### config.mk
export PLATFORM = sky130hd
export DESIGN_NAME = kontrolluesi_mbledhjes_seriale_flat
export DESIGN_NICKNAME = d
export VERILOG_FILES = /design/src/rtl/kontrolluesi_mbledhjes_seriale_if.sv /design/src/rtl/kontrolluesi_mbledhjes_seriale.sv /design/src/flat_wrapper.sv
export SDC_FILE = /design/constraint.sdc
export NUM_CORES = 1
export LEC_CHECK = 0
export CAP_MARGIN = 10
export CORE_AREA = 3 3 100 92
export DETAILED_ROUTE_END_ITERATION = 10
export DIE_AREA = 0 0 103 95
export PLACE_DENSITY = 0.92
export SYNTH_ARGS = -nofsm -noshare
export SYNTH_HDL_FRONTEND = slang
export SYNTH_SLANG_ARGS = --single-unit
### constraint.sdc
create_clock -name i_clk -period 7.1 [get_ports i_clk]
set_input_delay 0.71 -clock i_clk [delete_from_list [all_inputs] [get_ports i_clk]]
set_output_delay 0.71 -clock i_clk [all_outputs]
set_load 0.05 [all_outputs]
### src/rtl/kontrolluesi_mbledhjes_seriale_if.sv
// Handshake/bus bundle for the bit-serial add/subtract sequencer.
//   i_start    : request, sampled only while the sequencer is idle
//   i_op       : 0 = A+B, 1 = A-B (captured with the operands)
//   i_a, i_b   : WIDTH-bit operands, captured on the accepting edge
//   o_busy     : high while an operation is in progress
//   o_done     : one-cycle pulse, result and flags just updated
//   o_result   : last completed result, held until the next completion
//   o_cout     : final carry out (subtract: 1 = no borrow)
//   o_overflow : signed overflow of the last operation
//   o_zero     : o_result == 0
// master = requester side, slave = sequencer side.
interface kontrolluesi_mbledhjes_seriale_if #(
  parameter int WIDTH = 24
);
  logic             i_start;
  logic             i_op;
  logic [WIDTH-1:0] i_a;
  logic [WIDTH-1:0] i_b;
  logic             o_busy;
  logic             o_done;
  logic [WIDTH-1:0] o_result;
  logic             o_cout;
  logic             o_overflow;
  logic             o_zero;

  modport master (
    output i_start, i_op, i_a, i_b,
    input  o_busy, o_done, o_result, o_cout, o_overflow, o_zero
  );

  modport slave (
    input  i_start, i_op, i_a, i_b,
    output o_busy, o_done, o_result, o_cout, o_overflow, o_zero
  );
endinterface

### src/rtl/kontrolluesi_mbledhjes_seriale.sv
// Bit-serial add/subtract sequencer. One full-adder cell is reused over
// WIDTH cycles, LSB first, to form A+B or A-B (A + ~B + 1).
// Ports:
//   i_clk : rising-edge clock
//   i_rst : asynchronous active-high reset
//   bus   : slave side of kontrolluesi_mbledhjes_seriale_if
//           (start/op/A/B in; busy/done/result/cout/overflow/zero out)
module kontrolluesi_mbledhjes_seriale #(
  parameter int WIDTH = 24
) (
  input  logic                               i_clk,
  input  logic                               i_rst,
  kontrolluesi_mbledhjes_seriale_if.slave    bus
);
  localparam int                CW   = (WIDTH > 1) ? $clog2(WIDTH) : 1;
  localparam logic [CW-1:0]     LAST = CW'(WIDTH - 1);

  typedef enum logic {S_IDLE, S_RUN} state_t;

  state_t           r_state, w_state_nxt;
  logic             w_accept, w_last;

  logic [WIDTH-1:0] r_sa, r_sb, r_sr;
  logic             r_c;
  logic [CW-1:0]    r_cnt;
  logic [WIDTH-1:0] r_result;
  logic             r_cout, r_ovf, r_done;

  // Shared full-adder cell.
  logic             w_sum, w_cout;
  logic [WIDTH-1:0] w_sr_nxt;

  assign w_sum    = r_sa[0] ^ r_sb[0] ^ r_c;
  assign w_cout   = (r_sa[0] & r_sb[0]) | (r_sa[0] & r_c) | (r_sb[0] & r_c);
  // Sum bits enter at the MSB so that after WIDTH shifts bit 0 lands at [0].
  assign w_sr_nxt = {w_sum, r_sr[WIDTH-1:1]};

  always_ff @(posedge i_clk or posedge i_rst) begin
    if (i_rst) r_state <= S_IDLE;
    else       r_state <= w_state_nxt;
  end

  always_comb begin
    w_state_nxt = r_state;
    w_accept    = 1'b0;
    w_last      = 1'b0;
    case (r_state)
      S_IDLE: if (bus.i_start) begin
        w_accept    = 1'b1;
        w_state_nxt = S_RUN;
      end
      S_RUN: if (r_cnt == LAST) begin
        w_last      = 1'b1;
        w_state_nxt = S_IDLE;
      end
      default: w_state_nxt = S_IDLE;
    endcase
  end

  always_ff @(posedge i_clk or posedge i_rst) begin
    if (i_rst) begin
      r_sa     <= '0;
      r_sb     <= '0;
      r_sr     <= '0;
      r_c      <= 1'b0;
      r_cnt    <= '0;
      r_result <= '0;
      r_cout   <= 1'b0;
      r_ovf    <= 1'b0;
      r_done   <= 1'b0;
    end else begin
      r_done <= w_last;
      if (w_accept) begin
        r_sa  <= bus.i_a;
        // Subtract as A + ~B with the +1 injected through the initial carry.
        r_sb  <= bus.i_op ? ~bus.i_b : bus.i_b;
        r_c   <= bus.i_op;
        r_cnt <= '0;
      end else if (r_state == S_RUN) begin
        r_sr  <= w_sr_nxt;
        r_c   <= w_cout;
        r_sa  <= r_sa >> 1;
        r_sb  <= r_sb >> 1;
        r_cnt <= r_cnt + 1'b1;
        if (w_last) begin
          r_result <= w_sr_nxt;
          r_cout   <= w_cout;
          // Signed overflow: carry into the MSB differs from carry out of it.
          r_ovf    <= r_c ^ w_cout;
        end
      end
    end
  end

  assign bus.o_busy     = (r_state == S_RUN);
  assign bus.o_done     = r_done;
  assign bus.o_result   = r_result;
  assign bus.o_cout     = r_cout;
  assign bus.o_overflow = r_ovf;
  assign bus.o_zero     = (r_result == '0);
endmodule

### src/flat_wrapper.sv
// flat-port wrapper written by rule: the top's interface ports become plain ports
module kontrolluesi_mbledhjes_seriale_flat 
#(
  parameter int WIDTH = 24
)
  (i_clk, i_rst, bus_i_start, bus_i_op, bus_i_a, bus_i_b, bus_o_busy, bus_o_done, bus_o_result, bus_o_cout, bus_o_overflow, bus_o_zero);
  kontrolluesi_mbledhjes_seriale_if #(.WIDTH(WIDTH)) bus_i ();
  input  logic i_clk;
  input  logic i_rst;
  input wire logic [$bits(bus_i.i_start)-1:0] bus_i_start;
  input wire logic [$bits(bus_i.i_op)-1:0] bus_i_op;
  input wire logic [$bits(bus_i.i_a)-1:0] bus_i_a;
  input wire logic [$bits(bus_i.i_b)-1:0] bus_i_b;
  output wire logic [$bits(bus_i.o_busy)-1:0] bus_o_busy;
  output wire logic [$bits(bus_i.o_done)-1:0] bus_o_done;
  output wire logic [$bits(bus_i.o_result)-1:0] bus_o_result;
  output wire logic [$bits(bus_i.o_cout)-1:0] bus_o_cout;
  output wire logic [$bits(bus_i.o_overflow)-1:0] bus_o_overflow;
  output wire logic [$bits(bus_i.o_zero)-1:0] bus_o_zero;
  assign bus_i.i_start = bus_i_start;
  assign bus_i.i_op = bus_i_op;
  assign bus_i.i_a = bus_i_a;
  assign bus_i.i_b = bus_i_b;
  assign bus_o_busy = bus_i.o_busy;
  assign bus_o_done = bus_i.o_done;
  assign bus_o_result = bus_i.o_result;
  assign bus_o_cout = bus_i.o_cout;
  assign bus_o_overflow = bus_i.o_overflow;
  assign bus_o_zero = bus_i.o_zero;
  kontrolluesi_mbledhjes_seriale #(.WIDTH(WIDTH)) u_core (.i_clk(i_clk), .i_rst(i_rst), .bus(bus_i));
endmodule
Yosys cells after proc, flatten, opt, wreduce, memory -nomap -nowiden
Cells that the tools add are included.
{ "word_totals": {"regBits": 106, "in_bits": 52, "out_inout_bits": 29, "elab_cells": 42} }
{ "classes": {"add_sub_neg": 1, "n_eq_ne": 1, "mux": 15, "bitwise_logic": 11, "reduce_logical": 4} }
{ "ops": {"columns": ["op", "count"], "rows": [
  ["$mux 24", 5],
  ["$logic_not 24->1", 1],
  ["$not 24->24", 1],
  ["$mux 5", 2],
  ["$mux 1", 7],
  ["$add 5x1->5 const B", 1],
  ["$eq 5x5->1 const B", 1],
  ["$and 1x1->1", 3],
  ["$reduce_and 3->1", 1],
  ["$xor 1x1->1", 3],
  ["$not 1->1", 2],
  ["$or 1x1->1", 2],
  ["$pmux 1 s2", 1],
  ["$reduce_and 2->1", 1],
  ["$reduce_bool 2->1", 1]
]} }

Longest topological paths before layout
Gate-level depths: netlist of the first run.
{ "logic_depth": {"word_depth": 5, "ltp_mapped": 5, "depth_no_buf": 4} }

Worst setup path after synthesis of the first run
Ideal clock, no wire load.
{ "synth_path": {"path_type": "reg-to-output", "startpoint": "register u_core.r_result[18] (netlist: u_core.bus.o_result[18])", "endpoint": "output bus_o_zero", "t_arrival_ns": 1.659, "required_ns": 6.390, "setup_slack_ns": 4.731, "path_stages_with_launch": 4, "path_buffers": 0, "path_cell_list": "dfrtp_1 > nor4_1 > nand4_1 > nor2_1"} }
{ "synth_via": {"elab_chain_cells": 1} }
{ "synth_rtl": {"columns": ["element", "line", "text"], "rows": [
  ["from (decl)", "kontrolluesi_mbledhjes_seriale.sv:26", "logic [WIDTH-1:0] r_result;"],
  ["from (signal assigned)", "kontrolluesi_mbledhjes_seriale.sv:86", "r_result <= w_sr_nxt;"],
  ["$logic_not 24->1", "kontrolluesi_mbledhjes_seriale.sv:100", "assign bus.o_zero = (r_result == '0);"],
  ["to (decl)", "flat_wrapper.sv:19", "output wire logic [$bits(bus_i.o_zero)-1:0] bus_o_zero;"]
]} }
No other way between the ends.

Worst setup path in the final report of the first run
{ "layout_path": {"startpoint": "register u_core.r_state (netlist: u_core.bus.o_busy)", "endpoint": "output bus_o_busy"} }
{ "layout_lines": {"columns": ["element", "line", "text"], "rows": [
  ["from (decl)", "kontrolluesi_mbledhjes_seriale.sv:20", "state_t r_state, w_state_nxt;"],
  ["from (signal assigned)", "kontrolluesi_mbledhjes_seriale.sv:40", "else r_state <= w_state_nxt;"],
  ["to (decl)", "flat_wrapper.sv:14", "output wire logic [$bits(bus_i.o_busy)-1:0] bus_o_busy;"]
]} }
No word-level cell between the ends.

==> metrics list, run 1 <==
* Worst hold slack across all endpoints: 489 ps
- Result of the run: finished clean
* Bufs and invs on worst path: 1
- Global route overflow: 0
* Routed via count: 2960
- Initial cell density of the core: 57.1%
- Synthesized flop and latch total: 105
* Root buffer selected by CTS: clkbuf_8
- Once the clock tree was built, the resizer swapped 0 gates to a different size.
- Setup repair after global routing left no endpoint under its margin.
* Most frequently used flop master after synthesis: dfrtp_1
* Startpoint type of the worst setup path: register
* Count of input and output buffers: 80
- Wirelength per Cell: 15.7 um
- The worst setup path is of the register to primary output kind.
- F_max: 0.307 GHz
- CP required: 6390 ps
- # rows: 31
- Crit path max fanout: 130
- The library cell used most frequently in the layout, excluding fill and tap cells, is dfrtp_1.
- Part of the Yosys area used for sequential elements: 56.5%
- Across every metal layer, demand over resource in global routing totals 18.6%.
- For the final database, setup skew stands at 11.8 ps.
- Number of warnings reported in the yosys synthesis log: 0
- The critical path starts at u_core.bus.o_busy.
- Clock latency on the worst-skew pair, taken at its later pin, is 360 ps.
- Yosys mapped a number of flops with a built-in enable equal to 0.
- Mapped Nets: 436
* First-iteration detailed-routing DRC count: 99
- Overall power consumption after layout is estimated at 0.00209 W.
- Routed Wire Length: 8700 um
* Fin Setup TNS: 0 ps
- The H-tree generated during clock tree synthesis spans 3 levels.
- The worst pin sits at a relative slew slack of 21.0%.
- Number of hold-slack violations in the final timing report: 0
- Entering global routing, the biggest net connects 131 pins.
- After technology mapping, the gate count stands at 382.
- The total area inside the core boundary comes to 8150 sq um.
- The clock drives 105 sinks.
* Vias in the first global route: 2963
* Share of layout cells above drive strength 1: 16.0%
* Power density over the cells: 368 nW/um^2
- From synthesis to final layout, the design area changed by 22.1%.
* Area of the die: 9790 sq um
- Number of buffers on the longest clock path: 2
- Buffer count from post-CTS setup fixing: 0
- Worst Tran Pin Value: 1190 ps
- GP Congestion: 0.743
- The first global-routing pass estimated 14100 um of wire.
- TritonCTS built the clock tree.
- Broken down by cell family, the worst path's largest delay share belongs to flip-flops.
- In this run the count of I/O pins placed on the die edge is 81.
- R2r startpoint: u_core.bus.o_busy
- In this run the worst hold path is classified as register to register.
- Setup violations remaining at the end of the flow were counted as 0.
- Via-per-instance ratio: 5.32
- The repair_antennas step left the layout with diodes totalling 0.
* Mean post-synth cell area: 12.2 sq um
- Cell Area, Synth: 4650 sq um
- At the placement stage, the worst setup path has a slack of 4010 ps.
- For the worst setup path, the data arrival time is 2550 ps.
- Yosys mapped the design onto 27 distinct sky130hd cell types.
* Remaining number of nets flagged by the antenna check after routing: 0
- After detailed routing, the number of remaining DRC violations is 0.
- Hold_sp: u_core.r_sa[2]
* Post-DP HPWL: 5730 um
- Before antenna repair, the detailed router went through 4 iterations.
- After clock tree synthesis, the flow added hold-fix buffers numbering 0.
- Final count of pins violating max slew: 0
- PnR worst setup slack: 3840 ps
- Clock transition at the registers of the reported paths: 90 ps
- The die is 103 um wide.
- In this run the static leakage power is 2.64 nW.
* Critical Path Sink Type: primary output
- Traced cell by cell, the critical path runs through clkdlybuf4s50_1.
- Clock buffers created by TritonCTS: 9
- In the finished design, the share of the clock period the worst path needs comes to 45.9%.
* Most frequent cells in the layout: dfrtp_1 (104), clkdlybuf4s50_1 (79), nand2_1 (52), o21ai_0 (50), mux2_2 (49)
* Number of nets in the layout: 506
* Period minus WS final: 3260 ps
- VDD sags by at most 0.149 mV.
* DIE HEIGHT: 95 um
- Delay contributed by the slowest stage of the critical path: 1200 ps
- Maximum capacitance violations: 0
- Master of the slowest instance on the critical path: dfrtp_4
* Antenna violations before repair: 0
- Counting flops with an async set or reset pin after synthesis yields a share of 100%.
==> Yosys cell counts, types with 2 or more instances <==
master / n / area share [%]
clkbuf_1: 6 / 0.48
nand3_1: 2 / 0.22
buf_4: 2 / 0.32
nand2_1: 52 / 4.2
dfrtp_1: 105 / 56
buf_2: 15 / 1.6
inv_1: 2 / 0.16
mux2i_1: 48 / 10
nor2_1: 5 / 0.40
xor2_1: 24 / 4.5
nor4_1: 6 / 0.81
xnor2_1: 2 / 0.38
buf_6: 2 / 0.48
o21ai_0: 50 / 5.4
mux2_2: 49 / 12
==> state kept, by name (all words and copies together) (netlist names) <==
register               cells
u_core.bus.o_busy          1
u_core.bus.o_cout          1
u_core.bus.o_done          1
u_core.bus.o_overflow      1
u_core.bus.o_result       24
u_core.r_c                 1
u_core.r_cnt               5
u_core.r_sa               24
u_core.r_sb               24
u_core.r_sr               23
==> through the flow <==
step | util [%] | cells | area, sq um
after floorplan | - | 382 | 4650
after global placement | 67.1 | 539 | 5470
after detailed placement | 67.1 | 539 | 5470
after CTS | 69.4 | 555 | 5660
after global routing | 69.8 | 556 | 5680
final | 69.8 | 556 | 5680
==> report_power, final <==
| part | switching, W | leakage, nW | internal, W | total (W) |
|---|---|---|---|---|
| Combinational | 0.000412 | 1.16 | 0.000334 | 0.000745 |
| Clock | 0.000203 | 0.0895 | 0.000141 | 0.000344 |
| Sequential | 0.000185 | 1.39 | 0.000816 | 0.00100 |
| Total | 0.000800 | 2.64 | 0.00129 | 0.00209 |
==> layout make-up <==
type                    instances  area [sq um]
flip-flops and latches        105          2630
clock buffers                  10           138
multi-input cells             250          1880
fillers                       550          2460
inverters                       2          10.0
well taps                      99           124
clock inverters                 6          50.0
repair buffers                 84           846
==> path summary, 6_finish.rpt <==
path	to	slack, ps	depth (start not counted)
setup / recovery	bus_o_busy	3840	1
hold / removal	u_core.r_sa[1]	490	2
max in group asynchronous	u_core.bus.o_busy	5130	3
hold reg to reg	u_core.r_sa[1]	490	2
min in group asynchronous	u_core.bus.o_result[16]	740	2
setup reg to reg	u_core.bus.o_result[23]	4430	4
==> per-layer routing <==
| layer | share of wire, % | GRT usage (%) | wire [um] |
|---|---|---|---|
| met5 | 0 | 0 | 0 |
| met4 | 0.94 | 5.83 | 82 |
| met2 | 51 | 30.7 | 4460 |
| met1 | 43 | 24.3 | 3780 |
| met3 | 4.4 | 4.58 | 380 |
==> logic make-up (layout without fill, tap and decap cells) <==
kind of cell | count (synthesis) | in the layout | share of synthesized area [%]
AOI/OAI and AO/OA | 54 | 54 | 5.94
xor gates and xnor gates | 26 | 26 | 4.89
adders and majority gates | 2 | 2 | 0.699
buffers and inverters | 27 | 102 | 3.06
DFF | 105 | 105 | 56.5
muxes | 98 | 98 | 22.4
and+or+nand+nor | 70 | 70 | 6.53
Power figures use the tool's default switching activity.
==> run 2, diff against run 1 <==
--- a/config.mk
+++ b/config.mk
@@ -6,10 +6,10 @@
 export NUM_CORES = 1
 export LEC_CHECK = 0
 export CAP_MARGIN = 10
-export CORE_AREA = 3 3 100 92
+export CORE_AREA = 3 3 103 95
 export DETAILED_ROUTE_END_ITERATION = 10
-export DIE_AREA = 0 0 103 95
-export PLACE_DENSITY = 0.92
+export DIE_AREA = 0 0 106 98
+export PLACE_DENSITY = 0.87
 export SYNTH_ARGS = -nofsm -noshare
 export SYNTH_HDL_FRONTEND = slang
 export SYNTH_SLANG_ARGS = --single-unit
==> constraint.sdc (replaced) <==
create_clock -name i_clk -period 3 [get_ports i_clk]
set_input_delay 0.3 -clock i_clk [delete_from_list [all_inputs] [get_ports i_clk]]
set_output_delay 0.3 -clock i_clk [all_outputs]
set_load 0.05 [all_outputs]
==> run 2 against run 1 <==
  * Register-to-register slack got worse by 3500 ps
  * Total power increased by 140%
  * Critical endpoint is now bus_o_zero
  * Setup slack got worse by 3400 ps
  * Die area grew 6.2%
==> metrics list, run 2 (synthesis gave the netlist of run 1 again) <==
- The delay contributed by the slowest stage of the critical path was 800 ps (was 1200 ps).
- The total inserted antenna cells was 0 (unchanged).
- Arrival time of data at the critical path endpoint: 2270 ps (was 2550 ps)
- Slack of the worst reg-to-reg path: 930 ps (was 4430 ps)
- The maximum fanout count along the critical path came to 3 (was 130).
- Largest net degree at the start of global routing: 67 (was 131)
- Bufs and invs on worst path: 1 (unchanged)
- The count of endpoints failing setup in the final report was 0 (unchanged).
- The worst-case headroom to the max-slew limit came to 51.0% (was 21.0%).
* Startpoint type of the worst setup path: register (unchanged)
- Number of nets in the layout: 509 (was 506)
- The setup total negative slack is 0 ps (unchanged).
* DIE HEIGHT: 98 um (was 95 um)
- The kind of cell with the highest combined delay on the critical path is buffers and inverters (was flip-flops).
- The area of placed instances came to 5550 sq um (was 5470 sq um).
- The clock tree from TritonCTS was done (unchanged).
- The buffer count from post-CTS setup fixing came to 0 (unchanged).
- Count of instances resized after the clock tree is built: 0 (unchanged)
* Routed Wire Length: 8720 um (was 8700 um)
* GP Congestion: 0.750 (was 0.743)
* Routed via count: 2951 (was 2960)
* CP required: 2700 ps (was 6390 ps)
* Global route overflow: 0 (unchanged)
- Power density over the cells: 885 nW/um^2 (was 368 nW/um^2)
* Critical Path Sink Type: primary output (unchanged)
- Result of the run: finished clean (unchanged).
- The worst path in the final design needs a cycle of 2570 ps, including I/O delays and setup.
- CP cell instances: nor4_1, nand4_1, nor2_1, clkdlybuf4s50_1 (was clkdlybuf4s50_1)
* Wirelength per Cell: 15.1 um (was 15.7 um)
* Via-per-instance ratio: 5.10 (was 5.32)
- The final critical path takes up 85.7% of the cycle.
- First-iteration detailed-routing DRC count: 107 (was 99)
- RSZ-0062 raised after global routing: false (unchanged).
* Master of the slowest instance on the critical path: clkdlybuf4s50_1 (was dfrtp_4)
- The leading cell type in the layout, fill and taps excluded was dfrtp_1 (unchanged).
- Clock transition at the registers of the reported paths: 110 ps (was 90 ps)
- Cells on worst reg2reg path: 4 (unchanged)
* Final count of pins violating max slew: 0 (unchanged)
- Core outline area: 8650 sq um (was 8150 sq um)
- Area of all placed cells without fillers: 5790 sq um (was 5680 sq um)
* Largest voltage drop on the vdd net: 0.374 mV (was 0.149 mV)
- Antenna violations before repair: 0 (unchanged)
* Type of the most critical hold path: primary input to asynchronous set/reset pin (was register to register)
* Number of detailed-route iterations in the first pass: 4 (unchanged)
- Area of the die: 10400 sq um (was 9790 sq um)
- Type of the setup path with the least slack: register to primary output (unchanged)
* Remaining number of nets flagged by the antenna check after routing: 0 (unchanged)
- The first-pass GRT wire length is 14800 um (was 14100 um).
- The DRC violation count after routing came to 0 (unchanged).
* Hold-fix buffers at CTS: 0 (unchanged)
- The buffer levels on the longest clock path is 2 (unchanged).
- F_max: 0.389 GHz
- Most frequent cells in the layout: dfrtp_1 (104), clkdlybuf4s50_1 (79), nand2_1 (52), o21ai_0 (50), mux2_2 (49) (unchanged).
- # rows: 32 (was 31)
* Post-DP HPWL: 6210 um (was 5730 um)
- Die W: 106 um (was 103 um)
- The starting utilization of the core area came to 53.8% (was 57.1%).
- Worst hold slack across all endpoints: 396 ps (was 489 ps)
- Number of hold-slack violations in the final timing report: 0 (unchanged)
* Area added between synthesis and finish: 24.3% (was 22.1%)
- Maximum capacitance violations: 0 (unchanged)
- Count of input and output buffers: 80 (unchanged)
- Number of placed I/O pins: 81 (unchanged)
- The reg-to-reg startpoint is u_core.bus.o_busy (unchanged).
- GRT Util Overall: 17.7% (was 18.6%)
- The clock latency of the later-clocked register in the worst-skew pair is 360 ps (about the same).
- The via count of the first global-routing pass was 2954 (was 2963).
* Cell leakage power: 2.68 nW (was 2.64 nW)
* Share of layout cells above drive strength 1: 16.5% (was 16.0%)
* Clock buffers created by TritonCTS: 9 (unchanged)
- Worst Tran Pin Value: 734 ps (was 1190 ps)
- The endpoint of the lowest-slack register-to-register path was u_core.bus.o_result[15] (was u_core.bus.o_result[23]).
* Root buffer selected by CTS: clkbuf_8 (unchanged)
- The number of clock sinks seen by CTS is 105 (unchanged).
- CTS H-Tree Depth: 3 (unchanged)
- Post-Route Skew: 16.2 ps (was 11.8 ps)
==> run 2: cell types whose count changed in the layout (fill, tap and decap cells not counted), sizes merged <==
cell    delta
clkbuf     +1
buf        +3
inv        -1
bufinv     +2
clkinv     -2
==> run 2: through the flow <==
stage | util, % | power [W] | worst slack [ps] | cells
floorplan | - | 0.00354 | 1040 | 382
global placement | 64.2 | 0.00408 | 857 | 563
detailed placement | 64.2 | 0.00418 | 795 | 563
CTS | 66.9 | 0.00517 | 388 | 579
global route | 66.9 | 0.00542 | 310 | 579
finish | 66.9 | 0.00512 | 428 | 579
==> run 2: cell type report <==
type | count | area (sq um)
fillers | 653 | 2860
repair buffers | 87 | 873
multi-input cells | 250 | 1880
clock inverters | 5 | 85.1
well taps | 119 | 149
clock buffers | 11 | 151
flip-flops and latches | 105 | 2630
inverters | 2 | 11.3
==> run 2: how the worst max path moves through the flow <==
stage,from,to,slack [ps],cells after the start
after global placement,u_core.bus.o_result[0],bus_o_zero,860,4
after CTS,u_core.bus.o_result[0],bus_o_zero,390,4
final,u_core.bus.o_result[0],bus_o_zero,430,4
after floorplan,u_core.bus.o_result[18],bus_o_zero,1040,3
after detailed placement,u_core.bus.o_result[0],bus_o_zero,800,4
after global routing,u_core.bus.o_result[0],bus_o_zero,310,4
==> run 2: where the power goes <==
part           leakage (nW)  total, W  internal, W  switching [W]
clock network         0.117  0.000984     0.000522       0.000462
logic                  1.17   0.00180     0.000790        0.00101
registers              1.39   0.00233      0.00193       0.000401
total                  2.68   0.00512      0.00324        0.00187
==> run 2: layer usage <==
metal	vias to the layer above	global-route usage (%)	wire (um)	share of wire (%)
li1	1461	-	-	-
met1	1433	22.4	3830	44
met2	46	30.7	4500	52
met3	11	3.50	253	2.9
met4	0	5.48	142	1.6
met5	-	0	0	0
==> run 3, diff against run 2 <==
--- a/config.mk
+++ b/config.mk
@@ -9,6 +9,7 @@
 export CORE_AREA = 3 3 103 95
 export DETAILED_ROUTE_END_ITERATION = 10
 export DIE_AREA = 0 0 106 98
+export GPL_TIMING_DRIVEN = 0
 export PLACE_DENSITY = 0.87
 export SYNTH_ARGS = -nofsm -noshare
 export SYNTH_HDL_FRONTEND = slang
==> run 3 against run 2 <==
  * Utilization increased by 0.23 points
  * Maximum frequency decreased by 4.7%
  * Clock power decreased by 17%
  * Total power decreased by 2.5%
  * Critical endpoint unchanged
==> metrics list, run 3 (synthesis gave the netlist of run 1 again) <==
* Largest voltage drop on the vdd net: 0.374 mV (about the same)
- Number of detailed-route iterations in the first pass: 4 (unchanged)
- The setup total negative slack is 0 ps (unchanged).
* Initial cell density of the core: 53.8% (unchanged)
- The standard cell core area was 8650 sq um (unchanged).
* Cells on worst reg2reg path: 5 (was 4)
- Area added between synthesis and finish: 24.7% (was 24.3%)
- Period minus WS final: 2700 ps (was 2570 ps)
- Final Cycle Share: 89.9% (was 85.7%)
- Buffer count from post-CTS setup fixing: 0 (unchanged)
- The maximum fanout count along the critical path came to 3 (unchanged).
- The via-per-instance ratio was 5.30 (was 5.10).
- Master of the slowest instance on the critical path: clkdlybuf4s50_1 (unchanged)
* Post-Route Skew: 10.1 ps (was 16.2 ps)
- Cell leakage power: 2.70 nW (was 2.68 nW)
* RSZ-0062 raised after global routing: false (unchanged)
- Clock tree from TritonCTS: done (unchanged)
* CTS H-Tree Depth: 3 (unchanged)
- The residual overflow from global routing was 0 (unchanged).
- The launching element type of the critical path is a register (unchanged).
* Vias in the first global route: 3273 (was 2954)
- The worst endpoint data arrival time is 2400 ps (was 2270 ps).
* Most frequent cells in the layout: dfrtp_1 (105), clkdlybuf4s50_1 (78), nand2_1 (52), o21ai_0 (50), mux2_2 (49) (was dfrtp_1 (104), clkdlybuf4s50_1 (79), nand2_1 (52), o21ai_0 (50), mux2_2 (49))
* Type of the most critical hold path: primary input to register (was primary input to asynchronous set/reset pin)
- CTS Sinks: 105 (unchanged)
- Worst slack at placement: 711 ps (was 795 ps)
* Clock buffers created by TritonCTS: 9 (unchanged)
* Wirelength per Cell: 15.8 um (was 15.1 um)
- The count of endpoints failing setup in the final report was 0 (unchanged).
* Power density over the cells: 860 nW/um^2 (was 885 nW/um^2)
* Result of the run: finished clean (unchanged)
* Worst Tran Pin Value: 852 ps (was 734 ps)
- The max-slew violation total from the final report is 0 (unchanged).
- Clk_lat worst skew: 360 ps (about the same)
- Counting instances, the worst hold path has a depth of 3.
- GP Congestion: 0.798 (was 0.750)
- Leading cell type in the layout, fill and taps excluded: dfrtp_1 (unchanged)
- The delay contributed by the slowest stage of the critical path came to 810 ps (was 800 ps).
- Global-route wire length before repair: 16300 um (was 14800 um)
- Remaining number of nets flagged by the antenna check after routing: 0 (unchanged)
- PnR worst setup slack: 302 ps (was 428 ps)
- The top achievable clock speed came to 0.371 GHz (was 0.389 GHz).
- Area of the die: 10400 sq um (unchanged)
- The final-stage net count is 527 (was 509).
- The number of port buffers came to 78 (was 80).
- CP required: 2700 ps (about the same)
- The worst-case headroom to the max-slew limit came to 43.1% (was 51.0%).
- Clock transition at the registers of the reported paths: 100 ps (was 110 ps)
- The number of antenna violations at the first check in global routing came to 0 (unchanged).
- The count of endpoints failing hold in the final timing report is 0 (unchanged).
- The hold buffer count at CTS came to 0 (unchanged).
* DIE HEIGHT: 98 um (unchanged)
- The kind of capture point of the worst setup path is a primary output (unchanged).
- The buffer levels on the longest clock path was 2 (unchanged).
- Number of placed I/O pins: 81 (unchanged)
* Largest net degree at the start of global routing: 41 (was 67)
- The total inserted antenna cells was 0 (unchanged).
- Die W: 106 um (unchanged)
- Root buffer selected by CTS: clkbuf_8 (unchanged)
* Post-DP HPWL: 6820 um (was 6210 um)
- The routed wire length was 9460 um (was 8720 um).
- Maximum capacitance violations: 0 (unchanged)
- The share of post-route cells with drive strength above 1 is 18.4% (was 16.5%).
- The DRC violation count after routing was 0 (unchanged).
* First-iteration detailed-routing DRC count: 124 (was 107)
- Type of the setup path with the least slack: register to primary output (unchanged)
- The via count came to 3162 (was 2951).
- The global-route usage over all layers came to 19.5% (was 17.7%).
- CP cell instances: nor4_1, nand4_1, nor2_1, clkdlybuf4s50_1 (unchanged)
- The site row count was 32 (unchanged).
- The post-cts resize count was 0 (unchanged).
[run 3: final cells by class]
class,instances,area (sq um)
multi-input combinational,250,1880
clock inverter,7,53.8
sequential,105,2630
clock buffer,9,124
inverter,2,11.3
fill,674,2840
buffer,25,135
tap,119,149
timing repair buffer,80,821
[run 3: path summary, 6_finish.rpt]
check / slack [ps] / endpoint / startpoint
max: 300 / bus_o_zero / u_core.bus.o_result[0]
min: 390 / u_core.r_sb[11] / bus_i_start
max reg2reg: 1090 / u_core.bus.o_result[13] / u_core.r_cnt[0]
min reg2reg: 490 / u_core.r_sa[3] / u_core.r_sa[4]
max in group asynchronous: 1690 / u_core.r_sr[2] / i_rst
min in group asynchronous: 440 / u_core.r_sr[16] / i_rst
[run 3: where the power goes]
part,total [W],switching (W),leakage (nW),internal (W)
clock,0.000815,0.000503,0.0944,0.000311
combinational,0.00187,0.00107,1.22,0.000808
sequential,0.00230,0.000371,1.39,0.00193
total,0.00499,0.00194,2.70,0.00305
[run 3: routing by layer]
layer / global-route usage, % / share of wire, % / vias up
li1: - / - / 1499
met1: 27.2 / 45 / 1589
met2: 31.2 / 50 / 59
met3: 2.91 / 3.0 / 15
met4: 7.57 / 2.0 / 0
met5: 0 / 0 / -
[run 3: metrics by stage]
| stage | std cells | total power [W] | hold WS [ps] | cell area (sq um) | utilization, % |
|---|---|---|---|---|---|
| 2_1_floorplan | 382 | 0.00354 | 449 | 4660 | - |
| 5_1_grt | 597 | 0.00529 | 414 | 5810 | 67.1 |
| 6_report | 597 | 0.00499 | 391 | 5810 | 67.1 |
| 4_1_cts | 597 | 0.00503 | 359 | 5810 | 67.1 |
| 3_3_place_gp | 579 | 0.00411 | 458 | 5590 | 64.6 |
| 3_5_place_dp | 581 | 0.00420 | 465 | 5630 | 65.1 |
[run 3: worst max-delay path, delay by kind of cell, from the launching register on]
family	cells	cell delay, ps
flops	1	400
buf+inv	1	810
simple gates	3	830
